[src/rtl/mem_access_stage.sv]
// mem_access_stage
//   MEM stage of the five-stage pipeline. Issues loads and stores to a
//   variable-latency data RAM over a req/ack handshake, stalls the upstream
//   pipeline while an access is outstanding, and holds the MEM/WB register.
//
// Ports
//   clk, rst                      clock, asynchronous active-low reset
//   mem_*                         instruction fields from the EX/MEM register
//   mem_stall                     combinational hold request to earlier stages
//   ram_req/we/addr/wdata         registered RAM request
//   ram_rdata/ram_ack             RAM response
//   wb_*                          MEM/WB register outputs
//   mem_error                     sticky error (misaligned, illegal, timeout)
module mem_access_stage #(
  parameter int RAM_ADDR_BITS = 10,
  parameter int ACK_TIMEOUT   = 255
) (
  input  logic                     clk,
  input  logic                     rst,
  input  logic                     mem_ifWriteRegsFile,
  input  logic                     mem_ifWriteMem,
  input  logic                     mem_memOutOrAluOutWriteBackToRegFile,
  input  logic [4:0]               mem_registerWriteAddress,
  input  logic [31:0]              mem_aluOutput,
  input  logic [31:0]              mem_registerRtOrZero,
  output logic                     mem_stall,
  output logic                     ram_req,
  output logic                     ram_we,
  output logic [RAM_ADDR_BITS-1:0] ram_addr,
  output logic [31:0]              ram_wdata,
  input  logic [31:0]              ram_rdata,
  input  logic                     ram_ack,
  output logic                     wb_ifWriteRegsFile,
  output logic                     wb_memOutOrAluOutWriteBackToRegFile,
  output logic [4:0]               wb_registerWriteAddress,
  output logic [31:0]              wb_aluOutput,
  output logic [31:0]              wb_memOutput,
  output logic                     mem_error
);

  typedef enum logic [1:0] {
    IDLE    = 2'd0,
    ACCESS  = 2'd1,
    RELEASE = 2'd2
  } state_t;

  // Counter value seen in the last ACCESS cycle before the abort.
  localparam logic [31:0] TIMEOUT_LAST = 32'(ACK_TIMEOUT) - 32'd1;

  state_t      state;
  logic [31:0] timeoutCnt;
  logic [31:0] readBuf;
  logic        aborted;

  logic        memOp;
  logic        misalignedMemOp;
  logic        illegalOp;
  logic        isLoad;
  logic        startAccess;
  logic        timeoutHit;
  logic        wbCapture;
  logic        wbWriteEnNext;
  logic [31:0] wbMemNext;

  // Address bits above the RAM word address are intentionally not decoded.
  logic unusedAddrBits;
  assign unusedAddrBits = ^{mem_aluOutput[31:RAM_ADDR_BITS+2]};

  // Instruction decode and access-start qualification.
  always_comb begin
    memOp           = mem_ifWriteMem | mem_memOutOrAluOutWriteBackToRegFile;
    illegalOp       = mem_ifWriteMem & mem_memOutOrAluOutWriteBackToRegFile;
    isLoad          = mem_memOutOrAluOutWriteBackToRegFile & ~mem_ifWriteMem;
    misalignedMemOp = memOp & (mem_aluOutput[1:0] != 2'b00);
    startAccess     = memOp & ~misalignedMemOp;
  end

  // Timeout detection; a zero ACK_TIMEOUT disables it.
  always_comb begin
    if (ACK_TIMEOUT != 0) begin
      timeoutHit = (timeoutCnt == TIMEOUT_LAST);
    end else begin
      timeoutHit = 1'b0;
    end
  end

  // Stall request and next MEM/WB register contents per state.
  always_comb begin
    mem_stall     = 1'b0;
    wbCapture     = 1'b0;
    wbWriteEnNext = 1'b0;
    wbMemNext     = 32'd0;
    case (state)
      IDLE: begin
        mem_stall     = startAccess;
        wbCapture     = ~startAccess;
        wbWriteEnNext = mem_ifWriteRegsFile & ~illegalOp & ~misalignedMemOp;
        wbMemNext     = 32'd0;
      end
      ACCESS: begin
        mem_stall = 1'b1;
        wbCapture = 1'b0;
      end
      RELEASE: begin
        mem_stall     = 1'b0;
        wbCapture     = 1'b1;
        wbWriteEnNext = mem_ifWriteRegsFile & ~illegalOp & ~aborted;
        // An aborted load never received data, so it forwards zero.
        if (isLoad && !aborted) begin
          wbMemNext = readBuf;
        end else begin
          wbMemNext = 32'd0;
        end
      end
      default: begin
        mem_stall = 1'b0;
        wbCapture = 1'b0;
      end
    endcase
  end

  // Access FSM: RAM request registers, timeout counter, read buffer, error flag.
  always_ff @(posedge clk or negedge rst) begin
    if (!rst) begin
      state      <= IDLE;
      ram_req    <= 1'b0;
      ram_we     <= 1'b0;
      ram_addr   <= '0;
      ram_wdata  <= 32'd0;
      timeoutCnt <= 32'd0;
      readBuf    <= 32'd0;
      aborted    <= 1'b0;
      mem_error  <= 1'b0;
    end else begin
      case (state)
        IDLE: begin
          if (startAccess) begin
            state      <= ACCESS;
            ram_req    <= 1'b1;
            ram_we     <= mem_ifWriteMem;
            ram_addr   <= mem_aluOutput[RAM_ADDR_BITS+1:2];
            ram_wdata  <= mem_registerRtOrZero;
            timeoutCnt <= 32'd0;
            aborted    <= 1'b0;
          end
          if (misalignedMemOp || illegalOp) begin
            mem_error <= 1'b1;
          end
        end
        ACCESS: begin
          // Ack takes priority over a timeout in the same cycle.
          if (ram_ack) begin
            readBuf <= ram_rdata;
            ram_req <= 1'b0;
            ram_we  <= 1'b0;
            state   <= RELEASE;
          end else if (timeoutHit) begin
            aborted   <= 1'b1;
            ram_req   <= 1'b0;
            ram_we    <= 1'b0;
            mem_error <= 1'b1;
            state     <= RELEASE;
          end else begin
            timeoutCnt <= timeoutCnt + 32'd1;
          end
        end
        RELEASE: begin
          state <= IDLE;
        end
        default: begin
          state   <= IDLE;
          ram_req <= 1'b0;
          ram_we  <= 1'b0;
        end
      endcase
    end
  end

  // MEM/WB pipeline register: captures the instruction or loads a bubble.
  always_ff @(posedge clk or negedge rst) begin
    if (!rst) begin
      wb_ifWriteRegsFile                  <= 1'b0;
      wb_memOutOrAluOutWriteBackToRegFile <= 1'b0;
      wb_registerWriteAddress             <= 5'd0;
      wb_aluOutput                        <= 32'd0;
      wb_memOutput                        <= 32'd0;
    end else if (wbCapture) begin
      wb_ifWriteRegsFile                  <= wbWriteEnNext;
      wb_memOutOrAluOutWriteBackToRegFile <= mem_memOutOrAluOutWriteBackToRegFile;
      wb_registerWriteAddress             <= mem_registerWriteAddress;
      wb_aluOutput                        <= mem_aluOutput;
      wb_memOutput                        <= wbMemNext;
    end else begin
      wb_ifWriteRegsFile                  <= 1'b0;
      wb_memOutOrAluOutWriteBackToRegFile <= 1'b0;
      wb_registerWriteAddress             <= 5'd0;
      wb_aluOutput                        <= 32'd0;
      wb_memOutput                        <= 32'd0;
    end
  end

endmodule

[config.mk]
export PLATFORM = sky130hd
export DESIGN_NAME = mem_access_stage
export DESIGN_NICKNAME = d
export VERILOG_FILES = /design/src/rtl/mem_access_stage.sv
export SDC_FILE = /design/constraint.sdc
export NUM_CORES = 1
export LEC_CHECK = 0
export CORE_ASPECT_RATIO = 1.75
export CORE_MARGIN = 5
export CORE_UTILIZATION = 50
export CTS_CLUSTER_SIZE = 30
export DETAILED_ROUTE_END_ITERATION = 8
export PLACE_DENSITY = 0.87
export SYNTH_ARGS = -nofsm -noshare
export SYNTH_HDL_FRONTEND = slang
export SYNTH_SLANG_ARGS = --single-unit
[constraint.sdc]
create_clock -name clk -period 5.8 [get_ports clk]
set_clock_uncertainty 0.15 [all_clocks]
set_input_delay 1.16 -clock clk [delete_from_list [all_inputs] [get_ports clk]]
set_output_delay 1.16 -clock clk [all_outputs]
set_load 0.03 [all_outputs]
# After elaboration in Yosys (flattened, before gate mapping)
# Index checks and enable logic that the tools add are counted.
[classes] add_sub_neg=1 n_eq_ne=9 mux=30 bitwise=14 n_reduce_logical=13
[op_table] op="2-to-1 mux 32 bit" count=7
[op_table] op="one-hot mux 32 bit (2 select lines)" count=1
[op_table] op="adder 32 x 1 -> 32 bit (second input constant)" count=1
[op_table] op="equality test 32 x 8 -> 1 bit (second input constant)" count=1
[op_table] op="AND reduction 4 bit" count=3
[op_table] op="2-to-1 mux 1 bit" count=10
[op_table] op="!= test 2 bit (second input constant)" count=5
[op_table] op="one-hot mux 1 bit (2 select lines)" count=5
[op_table] op="bitwise AND 1 bit" count=7
[op_table] op="2-to-1 mux 2 bit" count=3
[op_table] op="inverter 1 bit" count=6
[op_table] op="one-hot mux 1 bit (3 select lines)" count=2
[op_table] op="AND reduction 2 bit" count=3
[op_table] op="2-to-1 mux 5 bit" count=1
[op_table] op="one-hot mux 2 bit (2 select lines)" count=1
[op_table] op="nonzero test 2 bit" count=2
[op_table] op="!= test 3 bit (second input constant)" count=1
[op_table] op="AND reduction 3 bit" count=1
[op_table] op="equality test 2 x 1 -> 1 bit (second input constant)" count=1
[op_table] op="equality test 2 bit (second input constant)" count=1
[op_table] op="logical NOT 2 bit" count=1
[op_table] op="logical AND 1 bit" count=1
[op_table] op="logical NOT 1 bit" count=1
[op_table] op="logical OR 1 bit" count=1
[op_table] op="bitwise OR 1 bit" count=1
[word_totals] reg_bits=183 input_bits=107 elab_cells=81

# Longest topological paths before layout
[logic_depth] ltp_word=7 depth_mapped=9 ltp_nobuf=8

# Least setup slack after synthesis
# Ideal clock, no wire load.
[synth_path] kind="input -> output" from="input mem_aluOutput[0]" to="output mem_stall" arrival_ps=1777 required_time_ps=4490 setup_slack_ps=2713 cell_stages=3 n_path_buf=0 cell_sequence="nor2_1 > a21oi_1 > nor2_1"
[synth_via] elab_chain_cells=5
[synth_rtl] item="from (decl)" line_no="24" text="input logic [31:0] mem_aluOutput,"
[synth_rtl] item="nonzero test 2 bit" line_no="74" text="misalignedMemOp = memOp & (mem_aluOutput[1:0] != 2'b00);"
[synth_rtl] item="bitwise AND 1 bit" line_no="74"
[synth_rtl] item="inverter 1 bit" line_no="75" text="startAccess = memOp & ~misalignedMemOp;"
[synth_rtl] item="bitwise AND 1 bit" line_no="75"
[synth_rtl] item="one-hot mux 1 bit (2 select lines)" line_no="93" text="case (state)"
[synth_rtl] item="to (decl)" line_no="26" text="output logic mem_stall,"
# No other way between the ends.

# Worst setup path after layout
[layout_path] from="input mem_ifWriteMem" to="output mem_stall"
[layout_via] elab_chain_cells=5
[layout_rtl] item="from (decl)" line_no="21" text="input logic mem_ifWriteMem,"
[layout_rtl] item="bitwise OR 1 bit (*)" line_no="71" text="memOp = mem_ifWriteMem | mem_memOutOrAluOutWriteBackToRegFile;"
[layout_rtl] item="bitwise AND 1 bit" line_no="74"
[layout_rtl] item="inverter 1 bit" line_no="75"
[layout_rtl] item="bitwise AND 1 bit (*)" line_no="75"
[layout_rtl] item="one-hot mux 1 bit (2 select lines) (*)" line_no="93"
# Every way passes the cells marked *; elsewhere a longest branch is shown, timed or not.

==> reports/metrics.csv <==
stage;metric;value;unit
run_status;outcome;finished clean;
yosys;largest family of logic cells by synthesized area;simple AND/OR/NAND/NOR gates;
sta;Slew Limit Fails;0;
clocking;Resize count post-CTS;0;
worst_setup_path;Crit Path Max Fanout;4;
place;Final Wtd Congestion;0.864;
worst_setup_path;CP Launch Type;primary input;
yosys;Post-Synth Adder-Cell Area;0.346;%
yosys;ys async rst share;100;%
cells_and_area;share of cells above drive strength 1;9.71;%
yosys;Post-synth EDFFs;0;
clocking;clock sink count;183;
sta;RSZ-0062 raised after global routing;no;
detailed_routing;Via Count;5691;
sta;final worst path period need;4.14;ns
worst_setup_path;CP Class;primary input to primary output;
sta;Peak Freq;0.242;GHz
yosys;Area contributors post-synth;dfrtp_1, nand2_1, and2_1;
die;core area;14300;µm²
worst_setup_path;Critical Path Max Stage Delay;0.65;ns
yosys;#FFs+latches synth;183;
sta;Hold Vio Cnt, Final;0;
place;placed cell areas;9630;µm²
die;Die Area;17100;µm²
sta;Final TNS setup;0;ns
yosys;Most used DFF post-synth;dfrtp_1;
global_route;pin count of the biggest net entering global routing;113;
yosys;Synth Warn #;0;
place;hpwl dp;13400;µm
yosys;post-synth top area share;63.3;%
yosys;cells after synthesis;645;
sta;final period utilization;71.4;%
detailed_routing;final routed DRC violation total;0;
detailed_routing;Iteration-0 DRC Markers;393;
yosys;syn_area_per_cell;11.2;µm²
die;Die Span Y;169;µm
yosys;synthesized cell area;7230;µm²
sta;final setup fails;0;
clocking;clk slew on worst S/H paths;0.07;ns
worst_setup_path;most used cell, CP;clkdlybuf4s50_1;
detailed_routing;Detail Route Antenna Nets;0;
worst_setup_path;CP Cell Sequence;clkdlybuf4s50_1 -> or2_2 -> a21oi_1 -> nor2_1 -> clkdlybuf4s50_1;
worst_setup_path;critical path's top delay family;buffers and inverters;
cells_and_area;fillers;995;
global_route;total global routing overflow;0;
yosys;Post-Synth XOR/XNOR Area;0;%
min_path;Hold WC Path Type;flop to flop;
power;Worst VDD drop;0.254;mV
clocking;CTS max path bufs;2;
power;Leak;4.73;nW
worst_setup_path;WP data required;4.49;ns
worst_setup_path;CP arrival;2.83;ns
clocking;total CTS buffers;17;
clocking;TritonCTS clock tree;done;
yosys;simple-gate share of the synthesized area;22.3;%
detailed_routing;vias per cell;5.39;
cells_and_area;synth-to-layout area growth;41.3;%
clocking;post-CTS setup buffers;0;
cells_and_area;n_diodes;0;
worst_setup_path;critical path's slowest cell;clkdlybuf4s50_1;
clocking;H-tree depth;4;
cells_and_area;fin area;10200;µm²
global_route;first-pass GRT wire length;30100;µm
place;Port Buffers;223;
sta;Worst-Margin Slew;1.21;ns
global_route;initial antenna violation count;0;
detailed_routing;DR WL/cell;18.1;µm
clocking;clock root buffer;clkbuf_16;
yosys;sequential fraction of the synthesis area;63.3;%
die;Die W;101;µm
die;row cnt;58;
yosys;Synth top cells by count;dfrtp_1, nand2_1, and2_1;
cells_and_area;multi-input logic area;2510;µm²
global_route;gr usage total;22.6;%
sta;Rel. slew slack;19.0;%
clocking;hold-fix buffers at CTS;0;
yosys;post-synthesis mux area share;5.40;%
yosys;post-synth top area cell;dfrtp_1;
detailed_routing;final wirelength;19000;µm
yosys;Mapped Nets;754;
power;power per cell area;352;nW/µm²
flow_run;max_cap viols;0;
yosys;Compound-Gate Fraction of Synth Area;6.59;%
sta;Hold Slack;0.325;ns
cells_and_area;Total Nets Final;971;
worst_setup_path;flop2flop setup slack;2.87;ns
yosys;count leader, synth;dfrtp_1;
detailed_routing;Initial DRT Pass Iterations;5;
die;Ports;224;
worst_setup_path;Worst Path Buf+Inv;2;
yosys;Unique masters post-synth;50;
global_route;vias in the first global route;5691;
clocking;worst-skew pair later-pin latency;0.42;ns
die;starting density of the core;50.6;%
cells_and_area;Reg area;4580;µm²
worst_setup_path;Critical Path Sink Type;primary output;
-- cells by family after synthesis --
logic type                 after synthesis
and+or+nand+nor                        319
DFF                                    183
AOI/OAI and AO/OA                       70
buffers and inverters                   36
muxes                                   35
adders and majority gates                2
-- path summary, 6_finish.rpt --
path                           startpoint  depth (start not counted)               end
max in group asynchronous             rst                          2        readBuf[0]
min reg2reg                 ram_wdata[20]                          2     ram_wdata[20]
max                        mem_ifWriteMem                          5         mem_stall
min in group asynchronous             rst                          1  wb_memOutput[25]
max reg2reg                      state[0]                          6    timeoutCnt[12]
min                         ram_wdata[20]                          2     ram_wdata[20]
-- cell usage in the layout, fill, tap and decap left out, types with 6 or more instances in the layout --
cell / n
and2_1: 69
nor4_1: 8
inv_8: 6
a31oi_1: 10
nor2_1: 12
and3_1: 15
nand4_1: 8
clkbuf_16: 17
a21oi_1: 14
nand3_1: 15
a211o_1: 9
nor3_1: 9
dfrtp_1: 183
clkdlybuf4s50_1: 222
o21ai_0: 12
a21o_1: 6
nand2_1: 150
mux2_2: 32
-- tightest hold or removal path: stages, from the launching register on --
cell and delay [ns]:
dfrtp_1 0.34, nand2_1 0.05, nand2_1 0.05
-- per-stage QoR --
| stage | setup WS (ns) | std cells | total power, mW | utilization, % |
|---|---|---|---|---|
| 6_report | 1.66 | 1055 | 3.60 | 71.5 |
| 3_5_place_dp | 1.64 | 1023 | 2.47 | 67.3 |
| 5_1_grt | 1.60 | 1055 | 3.75 | 71.5 |
| 3_3_place_gp | 1.65 | 1023 | 2.44 | 67.3 |
| 2_1_floorplan | 2.71 | 645 | 2.06 | - |
| 4_1_cts | 1.64 | 1055 | 3.62 | 71.5 |
-- metal layers --
| layer | track usage, % | up-vias | wire [µm] |
|---|---|---|---|
| li1 | - | 2623 | - |
| met1 | 26.7 | 2803 | 6860 |
| met2 | 40.2 | 233 | 10400 |
| met3 | 5.48 | 32 | 1400 |
| met4 | 7.35 | 0 | 405 |
| met5 | 0 | - | 0 |
-- layout make-up --
class,instances,area share (%)
repair buffers,228,22.3
multi-input cells,426,24.6
clock buffers,18,4.30
clock inverters,14,1.53
flip-flops and latches,183,44.8
well taps,180,2.20
inverters,6,0.220
-- state kept, by name, summed over array words and instances (netlist names) --
register                             count
wb_aluOutput                            32
ram_addr                                10
wb_ifWriteRegsFile                       1
ram_req                                  1
wb_memOutOrAluOutWriteBackToRegFile      1
mem_error                                1
state                                    2
aborted                                  1
wb_memOutput                            32
timeoutCnt                              32
wb_registerWriteAddress                  5
readBuf                                 32
ram_wdata                               32
ram_we                                   1
-- power breakdown --
part / internal (mW) / leakage, nW / switching, mW
registers: 1.48 / 2.35 / 0.119
clock network: 0.593 / 0.295 / 0.560
logic: 0.383 / 2.08 / 0.457
total: 2.46 / 4.73 / 1.14
Power figures use the tool's default switching activity.
